===== config.mk =====
export PLATFORM = sky130hd
export DESIGN_NAME = minmax_range_monitor_flat
export DESIGN_NICKNAME = d
export VERILOG_FILES = /design/src/rtl/minmax_range_monitor_if.sv /design/src/rtl/minmax_range_monitor.sv /design/src/flat_wrapper.sv
export SDC_FILE = /design/constraint.sdc
export NUM_CORES = 1
export LEC_CHECK = 0
export ABC_AREA = 1
export CELL_PAD_IN_SITES_DETAIL_PLACEMENT = 1
export CELL_PAD_IN_SITES_GLOBAL_PLACEMENT = 2
export CORE_ASPECT_RATIO = 0.6
export CORE_MARGIN = 2
export CORE_UTILIZATION = 30
export CTS_CLUSTER_DIAMETER = 80
export DETAILED_ROUTE_END_ITERATION = 16
export PLACE_DENSITY = 0.78
export SYNTH_ARGS = -nofsm -noshare
export SYNTH_HDL_FRONTEND = slang
export SYNTH_SLANG_ARGS = --single-unit

===== constraint.sdc =====
create_clock -name clk -period 12 [get_ports clk]
set_input_delay 1.8 -clock clk [delete_from_list [all_inputs] [get_ports clk]]
set_output_delay 1.8 -clock clk [all_outputs]
set_load 0.01 [all_outputs]

===== src/rtl/minmax_range_monitor_if.sv =====
// Bundle of the monitor's data inputs, programming inputs and status outputs.
// The master modport belongs to whoever drives the tracker pair and the
// alarm programming; the slave modport is the monitor itself.
// Optional RANGE_PEAK_EN adds the peak_range_o status signal.
interface minmax_range_monitor_if #(
    parameter int WIDTH = 32,
    parameter int CNT_W = 16
);
    logic                    in_valid_i;
    logic signed [WIDTH-1:0] max_i;
    logic signed [WIDTH-1:0] min_i;
    logic [WIDTH:0]          threshold_i;
    logic [WIDTH:0]          hyst_i;
    logic                    clear_count_i;
    logic [WIDTH:0]          range_o;
    logic                    range_valid_o;
    logic                    pair_err_o;
    logic                    alarm_o;
    logic [CNT_W-1:0]        event_count_o;
`ifdef RANGE_PEAK_EN
    logic [WIDTH:0]          peak_range_o;

    modport master (
        output in_valid_i, max_i, min_i, threshold_i, hyst_i, clear_count_i,
        input  range_o, range_valid_o, pair_err_o, alarm_o, event_count_o,
               peak_range_o
    );
    modport slave (
        input  in_valid_i, max_i, min_i, threshold_i, hyst_i, clear_count_i,
        output range_o, range_valid_o, pair_err_o, alarm_o, event_count_o,
               peak_range_o
    );
`else
    modport master (
        output in_valid_i, max_i, min_i, threshold_i, hyst_i, clear_count_i,
        input  range_o, range_valid_o, pair_err_o, alarm_o, event_count_o
    );
    modport slave (
        input  in_valid_i, max_i, min_i, threshold_i, hyst_i, clear_count_i,
        output range_o, range_valid_o, pair_err_o, alarm_o, event_count_o
    );
`endif
endinterface


===== src/rtl/minmax_range_monitor.sv =====
// Range monitor for the running max/min tracker: range = max - min, with a
// debounced, hysteretic over-range alarm and a saturating alarm-entry counter.
// Two-stage pipeline: S1 registers the pair, S2 registers range/pair_err and
// the FSM, so alarm and event_count change together with range_valid.
// Optional feature macro: RANGE_PEAK_EN (adds peak_range_o).
// HOLD_CYCLES must be >= 1.
module minmax_range_monitor #(
    parameter int WIDTH       = 32,
    parameter int HOLD_CYCLES = 4,
    parameter int CNT_W       = 16
) (
    input  logic                  clk,
    input  logic                  rst_n,
    minmax_range_monitor_if.slave bus
);
    localparam int HCNT_W = $clog2(HOLD_CYCLES + 1);

    typedef enum logic [1:0] {ST_IDLE, ST_NORMAL, ST_PENDING, ST_ALARM} state_t;

    logic                    s1_valid_q;
    logic signed [WIDTH-1:0] s1_max_q;
    logic signed [WIDTH-1:0] s1_min_q;
    logic [WIDTH:0]          diff_w;
    logic                    err_w;
    logic [WIDTH:0]          range_w;
    logic [WIDTH:0]          clear_lvl_w;
    logic                    over_w;
    logic                    below_w;
    logic [WIDTH:0]          range_q;
    logic                    range_valid_q;
    logic                    pair_err_q;
    state_t                  state_q, state_d;
    logic [HCNT_W-1:0]       hold_q, hold_d;
    logic                    entry_w;
    logic                    alarm_q;
    logic [CNT_W-1:0]        count_q;

    // S1: capture the tracker pair and its valid
    always_ff @(posedge clk or negedge rst_n) begin
        if (!rst_n) begin
            s1_valid_q <= 1'b0;
            s1_max_q   <= '0;
            s1_min_q   <= '0;
        end else begin
            s1_valid_q <= bus.in_valid_i;
            if (bus.in_valid_i) begin
                s1_max_q <= bus.max_i;
                s1_min_q <= bus.min_i;
            end
        end
    end

    // Sign-extended difference never overflows WIDTH+1 bits, so its MSB is
    // exactly "max < min". Threshold/hyst are taken live at this stage.
    assign diff_w      = {s1_max_q[WIDTH-1], s1_max_q} - {s1_min_q[WIDTH-1], s1_min_q};
    assign err_w       = diff_w[WIDTH];
    assign range_w     = err_w ? '0 : diff_w;
    assign clear_lvl_w = (bus.threshold_i >= bus.hyst_i) ? (bus.threshold_i - bus.hyst_i) : '0;
    assign over_w      = !err_w && (range_w > bus.threshold_i);
    assign below_w     = (range_w <= clear_lvl_w);

    // S2: register range, pair error and the valid strobe
    always_ff @(posedge clk or negedge rst_n) begin
        if (!rst_n) begin
            range_q       <= '0;
            range_valid_q <= 1'b0;
            pair_err_q    <= 1'b0;
        end else begin
            range_valid_q <= s1_valid_q;
            if (s1_valid_q) begin
                range_q    <= range_w;
                pair_err_q <= err_w;
            end
        end
    end

    // Alarm FSM next state; only a sample entering S2 can move it
    always_comb begin
        state_d = state_q;
        hold_d  = hold_q;
        entry_w = 1'b0;
        if (s1_valid_q) begin
            case (state_q)
                ST_IDLE, ST_NORMAL: begin
                    if (over_w) begin
                        if (HOLD_CYCLES <= 1) begin
                            state_d = ST_ALARM;
                            hold_d  = '0;
                            entry_w = 1'b1;
                        end else begin
                            state_d = ST_PENDING;
                            hold_d  = HCNT_W'(1);
                        end
                    end else begin
                        state_d = ST_NORMAL;
                        hold_d  = '0;
                    end
                end
                ST_PENDING: begin
                    if (!over_w) begin
                        state_d = ST_NORMAL;
                        hold_d  = '0;
                    end else if (32'(hold_q) + 32'd1 >= 32'(HOLD_CYCLES)) begin
                        state_d = ST_ALARM;
                        hold_d  = '0;
                        entry_w = 1'b1;
                    end else begin
                        hold_d  = hold_q + HCNT_W'(1);
                    end
                end
                ST_ALARM: begin
                    // Hysteresis band (clear level < range <= threshold) keeps the alarm
                    if (below_w) begin
                        state_d = ST_NORMAL;
                    end
                end
                default: begin
                    state_d = ST_IDLE;
                    hold_d  = '0;
                end
            endcase
        end
    end

    // FSM state, debounce counter and registered alarm flag
    always_ff @(posedge clk or negedge rst_n) begin
        if (!rst_n) begin
            state_q <= ST_IDLE;
            hold_q  <= '0;
            alarm_q <= 1'b0;
        end else begin
            state_q <= state_d;
            hold_q  <= hold_d;
            alarm_q <= (state_d == ST_ALARM);
        end
    end

    // Saturating alarm-entry counter; a same-cycle clear and entry leaves 1
    always_ff @(posedge clk or negedge rst_n) begin
        if (!rst_n) begin
            count_q <= '0;
        end else if (bus.clear_count_i) begin
            count_q <= entry_w ? CNT_W'(1) : '0;
        end else if (entry_w && (count_q != '1)) begin
            count_q <= count_q + CNT_W'(1);
        end
    end

`ifdef RANGE_PEAK_EN
    logic [WIDTH:0] peak_q;

    // Peak of valid (non-error) ranges; clear reloads with the current sample
    always_ff @(posedge clk or negedge rst_n) begin
        if (!rst_n) begin
            peak_q <= '0;
        end else if (bus.clear_count_i) begin
            peak_q <= (s1_valid_q && !err_w) ? range_w : '0;
        end else if (s1_valid_q && !err_w && (range_w > peak_q)) begin
            peak_q <= range_w;
        end
    end

    assign bus.peak_range_o = peak_q;
`endif

    assign bus.range_o       = range_q;
    assign bus.range_valid_o = range_valid_q;
    assign bus.pair_err_o    = pair_err_q;
    assign bus.alarm_o       = alarm_q;
    assign bus.event_count_o = count_q;
endmodule


===== src/flat_wrapper.sv =====
// flat-port wrapper written by rule: the top's interface ports become plain ports
module minmax_range_monitor_flat 
#(
    parameter int WIDTH       = 32,
    parameter int HOLD_CYCLES = 4,
    parameter int CNT_W       = 16
)
  (clk, rst_n, bus_in_valid_i, bus_max_i, bus_min_i, bus_threshold_i, bus_hyst_i, bus_clear_count_i, bus_range_o, bus_range_valid_o, bus_pair_err_o, bus_alarm_o, bus_event_count_o);
  minmax_range_monitor_if #(.WIDTH(WIDTH), .CNT_W(CNT_W)) bus_i ();
  input  logic clk;
  input  logic rst_n;
  input wire logic [$bits(bus_i.in_valid_i)-1:0] bus_in_valid_i;
  input wire logic [$bits(bus_i.max_i)-1:0] bus_max_i;
  input wire logic [$bits(bus_i.min_i)-1:0] bus_min_i;
  input wire logic [$bits(bus_i.threshold_i)-1:0] bus_threshold_i;
  input wire logic [$bits(bus_i.hyst_i)-1:0] bus_hyst_i;
  input wire logic [$bits(bus_i.clear_count_i)-1:0] bus_clear_count_i;
  output wire logic [$bits(bus_i.range_o)-1:0] bus_range_o;
  output wire logic [$bits(bus_i.range_valid_o)-1:0] bus_range_valid_o;
  output wire logic [$bits(bus_i.pair_err_o)-1:0] bus_pair_err_o;
  output wire logic [$bits(bus_i.alarm_o)-1:0] bus_alarm_o;
  output wire logic [$bits(bus_i.event_count_o)-1:0] bus_event_count_o;
  assign bus_i.in_valid_i = bus_in_valid_i;
  assign bus_i.max_i = bus_max_i;
  assign bus_i.min_i = bus_min_i;
  assign bus_i.threshold_i = bus_threshold_i;
  assign bus_i.hyst_i = bus_hyst_i;
  assign bus_i.clear_count_i = bus_clear_count_i;
  assign bus_range_o = bus_i.range_o;
  assign bus_range_valid_o = bus_i.range_valid_o;
  assign bus_pair_err_o = bus_i.pair_err_o;
  assign bus_alarm_o = bus_i.alarm_o;
  assign bus_event_count_o = bus_i.event_count_o;
  minmax_range_monitor #(.WIDTH(WIDTH), .HOLD_CYCLES(HOLD_CYCLES), .CNT_W(CNT_W)) u_core (.clk(clk), .rst_n(rst_n), .bus(bus_i));
endmodule

---- Word-level counts from Yosys, hierarchy flattened ----
Cells that the tools add are included.
word-level totals
  input bits .............................. 134
  register bits ........................... 122
  output and inout port bits .............. 52
  word-level logic and storage cells ...... 51
cells by class
  reductions and logical operators ........ 8
  $add $sub $neg .......................... 5
  equality and inequality tests ........... 5
  multiplexer cells ....................... 19
  $lt $le $gt $ge ......................... 4
operators by type and width
  cell                                                                                  number
  33-bit greater-or-equal comparator                                                    1
  33-bit greater-than comparator                                                        1
  33-bit less-or-equal comparator                                                       1
  33-bit two-way mux                                                                    1
  32-bit by 32-bit subtractor with 33-bit output                                        1
  33-bit subtractor                                                                     1
  32-bit by 3-bit greater-or-equal comparator with 1-bit output, second input constant  1
  16-bit two-way mux                                                                    2
  32-bit two-way mux                                                                    1
  16-bit by 1-bit adder with 16-bit output, second input constant                       1
  16-bit != test, second input constant                                                 1
  2-bit two-way mux                                                                     5
  2-bit == test, second input constant                                                  3
  1-bit two-way mux                                                                     6
  3-bit two-way mux                                                                     2
  2-bit case mux with 3 select lines                                                    1
  3-bit case mux with 2 select lines                                                    1
  3-bit by 1-bit adder with 4-bit output, second input constant                         1
  2-bit nonzero test                                                                    2
  3-bit by 1-bit adder with 3-bit output, second input constant                         1
  2-bit by 1-bit == test with 1-bit output, second input constant                       1
  1-bit logical AND                                                                     2
  2-bit logical NOT                                                                     1
  2-bit AND reduction                                                                   1
  2 further kinds                                                                       2

---- Depth between registers and ports, before layout ----
  depth after elaboration ................. 10
  gate-level depth with buffers ........... 34
  gate-level depth less buffers ........... 33

---- Least setup slack after synthesis ----
Ideal clock, no wire load.
  kind .................................... in2reg
  from .................................... input port bus_threshold_i[0]
  to ...................................... register u_core.alarm_q, in the netlist u_core.bus.alarm_o
  cell stages on the path ................. 29
  arrival time ............................ 5.120 ns
  library setup time ...................... 0.116 ns
  path buffers ............................ 0
  slack ................................... 6.764 ns
  data required time ...................... 11.884 ns
  cell sequence ........................... inv_1 > ha_1 > inv_1 > fa_1 > inv_1 > nor2_1 > o21ai_0 > nand2_1 > nand3_1 > nand2_1 > a21oi_1 > o21ai_0 > nand2_1 > nand2_1 > a21o_1 > or2_2 > nand3_1 > ha_1 > a21oi_1 > o21ai_0 > a21oi_1 > o21bai_1 > a221o_1 > nand2_1 > nand2_1 > nand2_1 > nand3_1 > nand2_1 > nor2_1
on the way
  cells in the longest elaborated chain, start to end .. 7
  elaborated cells on any way between the ends .. 12
  classes of those cells .................. add/sub (1); order compare (3); eq/ne (1); mux (6); reduce/logical (1)
RTL lines
  element                                                                  line                         text
  start, declared                                                          flat_wrapper.sv:15           input wire logic [$bits(bus_i.threshold_i)-1:0] bus_threshold_i;
  33-bit subtractor or 33-bit greater-or-equal comparator (tied branches)  minmax_range_monitor.sv:58   assign clear_lvl_w = (bus.threshold_i >= bus.hyst_i) ? (bus.threshold_i - bus.hyst_i) : '0;
  33-bit two-way mux                                                       minmax_range_monitor.sv:58
  33-bit less-or-equal comparator                                          minmax_range_monitor.sv:60   assign below_w = (range_w <= clear_lvl_w);
  2-bit two-way mux                                                        minmax_range_monitor.sv:113  if (below_w) begin
  2-bit case mux with 3 select lines (*)                                   minmax_range_monitor.sv:83   case (state_q)
  2-bit two-way mux (*)                                                    minmax_range_monitor.sv:82   if (s1_valid_q) begin
  2-bit == test (*)                                                        minmax_range_monitor.sv:134  alarm_q <= (state_d == ST_ALARM);
  end signal, assigned                                                     minmax_range_monitor.sv:134
  end, declared                                                            minmax_range_monitor.sv:35   logic alarm_q;
Mark *: on every way between the ends. The rest lies on a longest branch, timed or not.
A chain may end at the register's enable or synchronous reset.

---- Worst setup path in the final report ----
  from .................................... register u_core.s1_max_q[0]
  to ...................................... register u_core.count_q[11], in the netlist u_core.bus.event_count_o[11]
on the way
  cells in the longest elaborated chain, start to end .. 9
  elaborated cells on any way between the ends .. 10
  classes of those cells .................. add/sub (1); order compare (1); mux (4); reduce/logical (4)
RTL lines
  element                                         line                         text
  start, declared                                 minmax_range_monitor.sv:21   logic signed [WIDTH-1:0] s1_max_q;
  start signal, assigned                          minmax_range_monitor.sv:47   s1_max_q <= bus.max_i;
  32-bit by 32-bit subtractor with 33-bit output  minmax_range_monitor.sv:55   assign diff_w = {s1_max_q[WIDTH-1], s1_max_q} - {s1_min_q[WIDTH-1], s1_min_q};
  32-bit two-way mux                              minmax_range_monitor.sv:57   assign range_w = err_w ? '0 : diff_w;
  named net u_core.range_w[30]                    minmax_range_monitor.sv:25   logic [WIDTH:0] range_w;
  33-bit greater-than comparator                  minmax_range_monitor.sv:59   assign over_w = !err_w && (range_w > bus.threshold_i);
  1-bit logical AND                               minmax_range_monitor.sv:59
  1-bit two-way mux                               minmax_range_monitor.sv:100  if (!over_w) begin
  1-bit two-way mux                               minmax_range_monitor.sv:83
  1-bit two-way mux                               minmax_range_monitor.sv:82
  1-bit logical AND                               minmax_range_monitor.sv:144  end else if (entry_w && (count_q != '1)) begin
  2-bit nonzero test (no source line)             -
  end signal, assigned                            minmax_range_monitor.sv:143  count_q <= entry_w ? CNT_W'(1) : '0;
  end signal, assigned                            minmax_range_monitor.sv:145  count_q <= count_q + CNT_W'(1);
  end, declared                                   minmax_range_monitor.sv:36   logic [CNT_W-1:0] count_q;
The timed path passes the listed nets, and every way through them passes these cells.

==> out/summary.txt <==
CTS tree: built
Final Hold Vio Count: 0
Critical Path Slowest Stage Cell: nor4_1
Final Setup Violations: 0
CP Capture Type: register
Die height: 148 µm
Leading area contributor after synthesis: dfrtp_1
Grt total ovfl: 0
Top-Level Pins: 186
Main synth FF type: dfrtp_1
Syn avg cell area: 7.14 µm²
DP HPWL: 31200 µm
Vias in the first global route: 10.6k
Post-route clock period utilization: 54.2%
Hold path cells: 2
RSZ-0062 raised after global routing: false
Port bufs: 184
DIE AREA: 36200 µm²
Sw Ratio: 39.8%
Max-cap violations: 0
Clock Path Buffers: 2
Pleak: 6.74 nW
Yosys top cell area share: 29.1%
First-pass GRT wire length: 59700 µm
CP Buf/Inv Count: 5
Drt pass-1 iters: 4
Family with the most delay on the worst path: simple AND/OR/NAND/NOR gates
# clock sinks: 121
Starting Density: 30.7%
Initial antenna violation count: 0
Detailed-route via count: 10.1k
P_sw: 0.000797 W
Vias per inst: 4.79
CP peak stage delay: 590 ps
Die W: 244 µm
Hold path startpoint: u_core.bus.range_o[26]
Setup bufs post-CTS: 0
Wire length per cell: 18.0 µm
Syn nets: 1722
Ratio of total power to cell area: 150 nW/µm²
Hold WC Path Type: register to register
Final Critical Period: 6510 ps
Run status: complete, no violations
Syn. warnings: 0
R2R Setup Slk: 5490 ps
Layout cells sized above 1: 6.67%
Worst-margin pin slew: 1030 ps
Core area: 33900 µm²
DRC errors left: 0
Slew headroom: 30.6%
Fraction of registers with async set/reset: 100%
Flop pwr share: 25.4%
Pre-CTS setup slack: 5160 ps
Yosys reg bits: 121
Comb pwr share: 45.3%
Worst R2R End: u_core.bus.event_count_o[11]
Register area share after synthesis: 29.1%
Mapped cell area: 10400 µm²
Layout Area Growth over Synthesis: 28.8%
F_max: 154 MHz
Largest net degree at the start of global routing: 98
Hold EP: u_core.bus.range_o[26]
Routed Antenna Nets: 0
Synth area leaders: dfrtp_1, ha_1, nand2_1
Netlist cell types: 54
Post-CTS Resized: 0
Post-Route WL: 38000 µm
Nets: 1903
Sum Neg Setup Slack: 0 ps
Clock slew at reported path FFs: 60 ps
Total CTS buffers: 17
Number of synthesized flops with an enable pin: 0
Root buffer cell: clkbuf_16
GP Congestion: 0.863
Crit Path Class: register to register
Pint: 0.00121 W
Number of inserted diodes: 0
Startpoint Class: register
Clock share of power: 29.3%
1st-iter DRT viols: 501
Maximum vdd drop: 109 µV
H-tree depth: 4
Crit Reg-Reg Startpoint: u_core.s1_max_q[0]
Tot GR Track Use: 21.4%
Setup ws final: 5490 ps
CP max FO: 19
Worst R2R Path Depth: 31
Slew Limit Fails: 0
Row cnt: 52
Hold-fix buffers at CTS: 0
Syn Inst Count: 1457
Worst EP required: 12320 ps
CP arrival: 6830 ps
Worst skew pair latency: 440 ps
Fin Clk Skew: 14.0 ps
==> per-layer routing <==
metal | GRT usage (%) | routed length [µm]
met1 | 32.5 | 20600
met5 | 0 | 0
met4 | 4.48 | 404
met2 | 31.5 | 15700
met3 | 3.46 | 1350
==> final cells by class <==
| class | instances | area [µm²] |
|---|---|---|
| inverter | 214 | 803 |
| clock inverter | 12 | 210 |
| timing repair buffer | 191 | 1890 |
| tap | 459 | 574 |
| clock buffer | 19 | 443 |
| multi-input combinational | 1093 | 6450 |
| sequential | 121 | 3030 |
| fill | 4166 | 20500 |
==> stage by stage <==
| stage | hold slack, ps | util (%) | cells | area [µm²] | power, W |
|---|---|---|---|---|---|
| global placement | 469 | 37.6 | 2078 | 12700 | 0.00140 |
| global route | 528 | 39.5 | 2109 | 13400 | 0.00215 |
| floorplan | 352 | - | 1457 | 10400 | 0.00104 |
| finish | 483 | 39.5 | 2109 | 13400 | 0.00200 |
| detailed placement | 470 | 37.6 | 2078 | 12700 | 0.00143 |
| CTS | 487 | 39.5 | 2109 | 13400 | 0.00202 |
==> logic make-up (layout without fill, tap and decap cells) <==
group	Yosys count	in the layout	share of synthesized area, %
buf+inv	243	436	8.91
other cells	1	1	0.0361
mux	32	32	3.46
compound gates	230	230	12.6
fa+ha+maj	131	131	15.9
xor+xnor	39	39	3.28
simple gates	660	660	26.6
flops	121	121	29.1
==> sequential cells by signal (all words and copies together), names as in the netlist <==
signal and cells:
u_core.bus.event_count_o 16, u_core.s1_valid_q 1, u_core.bus.range_o 32, u_core.state_q 2, u_core.bus.alarm_o 1, u_core.bus.pair_err_o 1
u_core.s1_min_q 32, u_core.s1_max_q 32, u_core.hold_q 3, u_core.bus.range_valid_o 1
==> placed cells by master (no fill, tap or decap), types with 2 or more instances in the layout <==
cell type / count
ha_1: 129
nand2_1: 397
o21ai_1: 2
xnor2_1: 8
nand2_4: 3
mux2_2: 32
o22ai_1: 3
a31oi_1: 3
inv_6: 4
clkbuf_16: 17
nor4_1: 4
nand4_1: 18
xor2_1: 31
nor3_1: 16
clkdlybuf4s50_1: 182
nand2_2: 7
a21boi_0: 3
buf_4: 9
inv_1: 212
bufinv_16: 5
o21bai_1: 12
nor2_1: 120
a211oi_1: 7
o211ai_1: 4
dfrtp_1: 120
fa_1: 2
or2_2: 21
clkinv_4: 2
o21ai_0: 71
o221ai_1: 2
a21oi_1: 97
a21o_1: 15
nand3_1: 66
==> power by group through the flow <==
stage	combinational (W)	clock, W	sequential (W)
floorplan	0.000521	0	0.000520
global placement	0.000885	0	0.000516
detailed placement	0.000909	0	0.000517
CTS	0.000915	0.000598	0.000511
global route	0.00102	0.000617	0.000517
finish	0.000907	0.000587	0.000509
==> tightest hold or removal path, delay by kind of cell (launching register included) <==
family | cells | cell delay [ps]
flops | 1 | 340
simple gates | 2 | 100
==> synth_stat cells (2+ instances only) <==
cell	number
nand2_1	397
inv_1	212
ha_1	129
dfrtp_1	121
nor2_1	120
a21oi_1	97
o21ai_0	71
nand3_1	66
mux2_2	32
xor2_1	31
or2_2	21
clkbuf_1	19
nand4_1	18
nor3_1	16
a21o_1	15
o21bai_1	12
xnor2_1	8
a211oi_1	7
nand2_2	7
buf_1	5
nor4_1	4
o211ai_1	4
a21boi_0	3
a31oi_1	3
buf_2	3
nand2_4	3
o22ai_1	3
fa_1	2
o21ai_1	2
o221ai_1	2
==> worst max-delay path by stage <==
stage / startpoint / endpoint / slack (ps) / depth (start not counted)
3_5_place_dp: bus_hyst_i[13] / u_core.state_q[1] / 5160 / 23
3_3_place_gp: bus_hyst_i[21] / u_core.state_q[1] / 5260 / 22
5_1_grt: u_core.s1_max_q[0] / u_core.bus.event_count_o[14] / 4990 / 31
2_1_floorplan: bus_threshold_i[0] / u_core.bus.alarm_o / 6760 / 29
4_1_cts: u_core.s1_max_q[0] / u_core.bus.event_count_o[8] / 5470 / 31
6_report: u_core.s1_max_q[0] / u_core.bus.event_count_o[11] / 5490 / 31
Power figures use the tool's default switching activity.
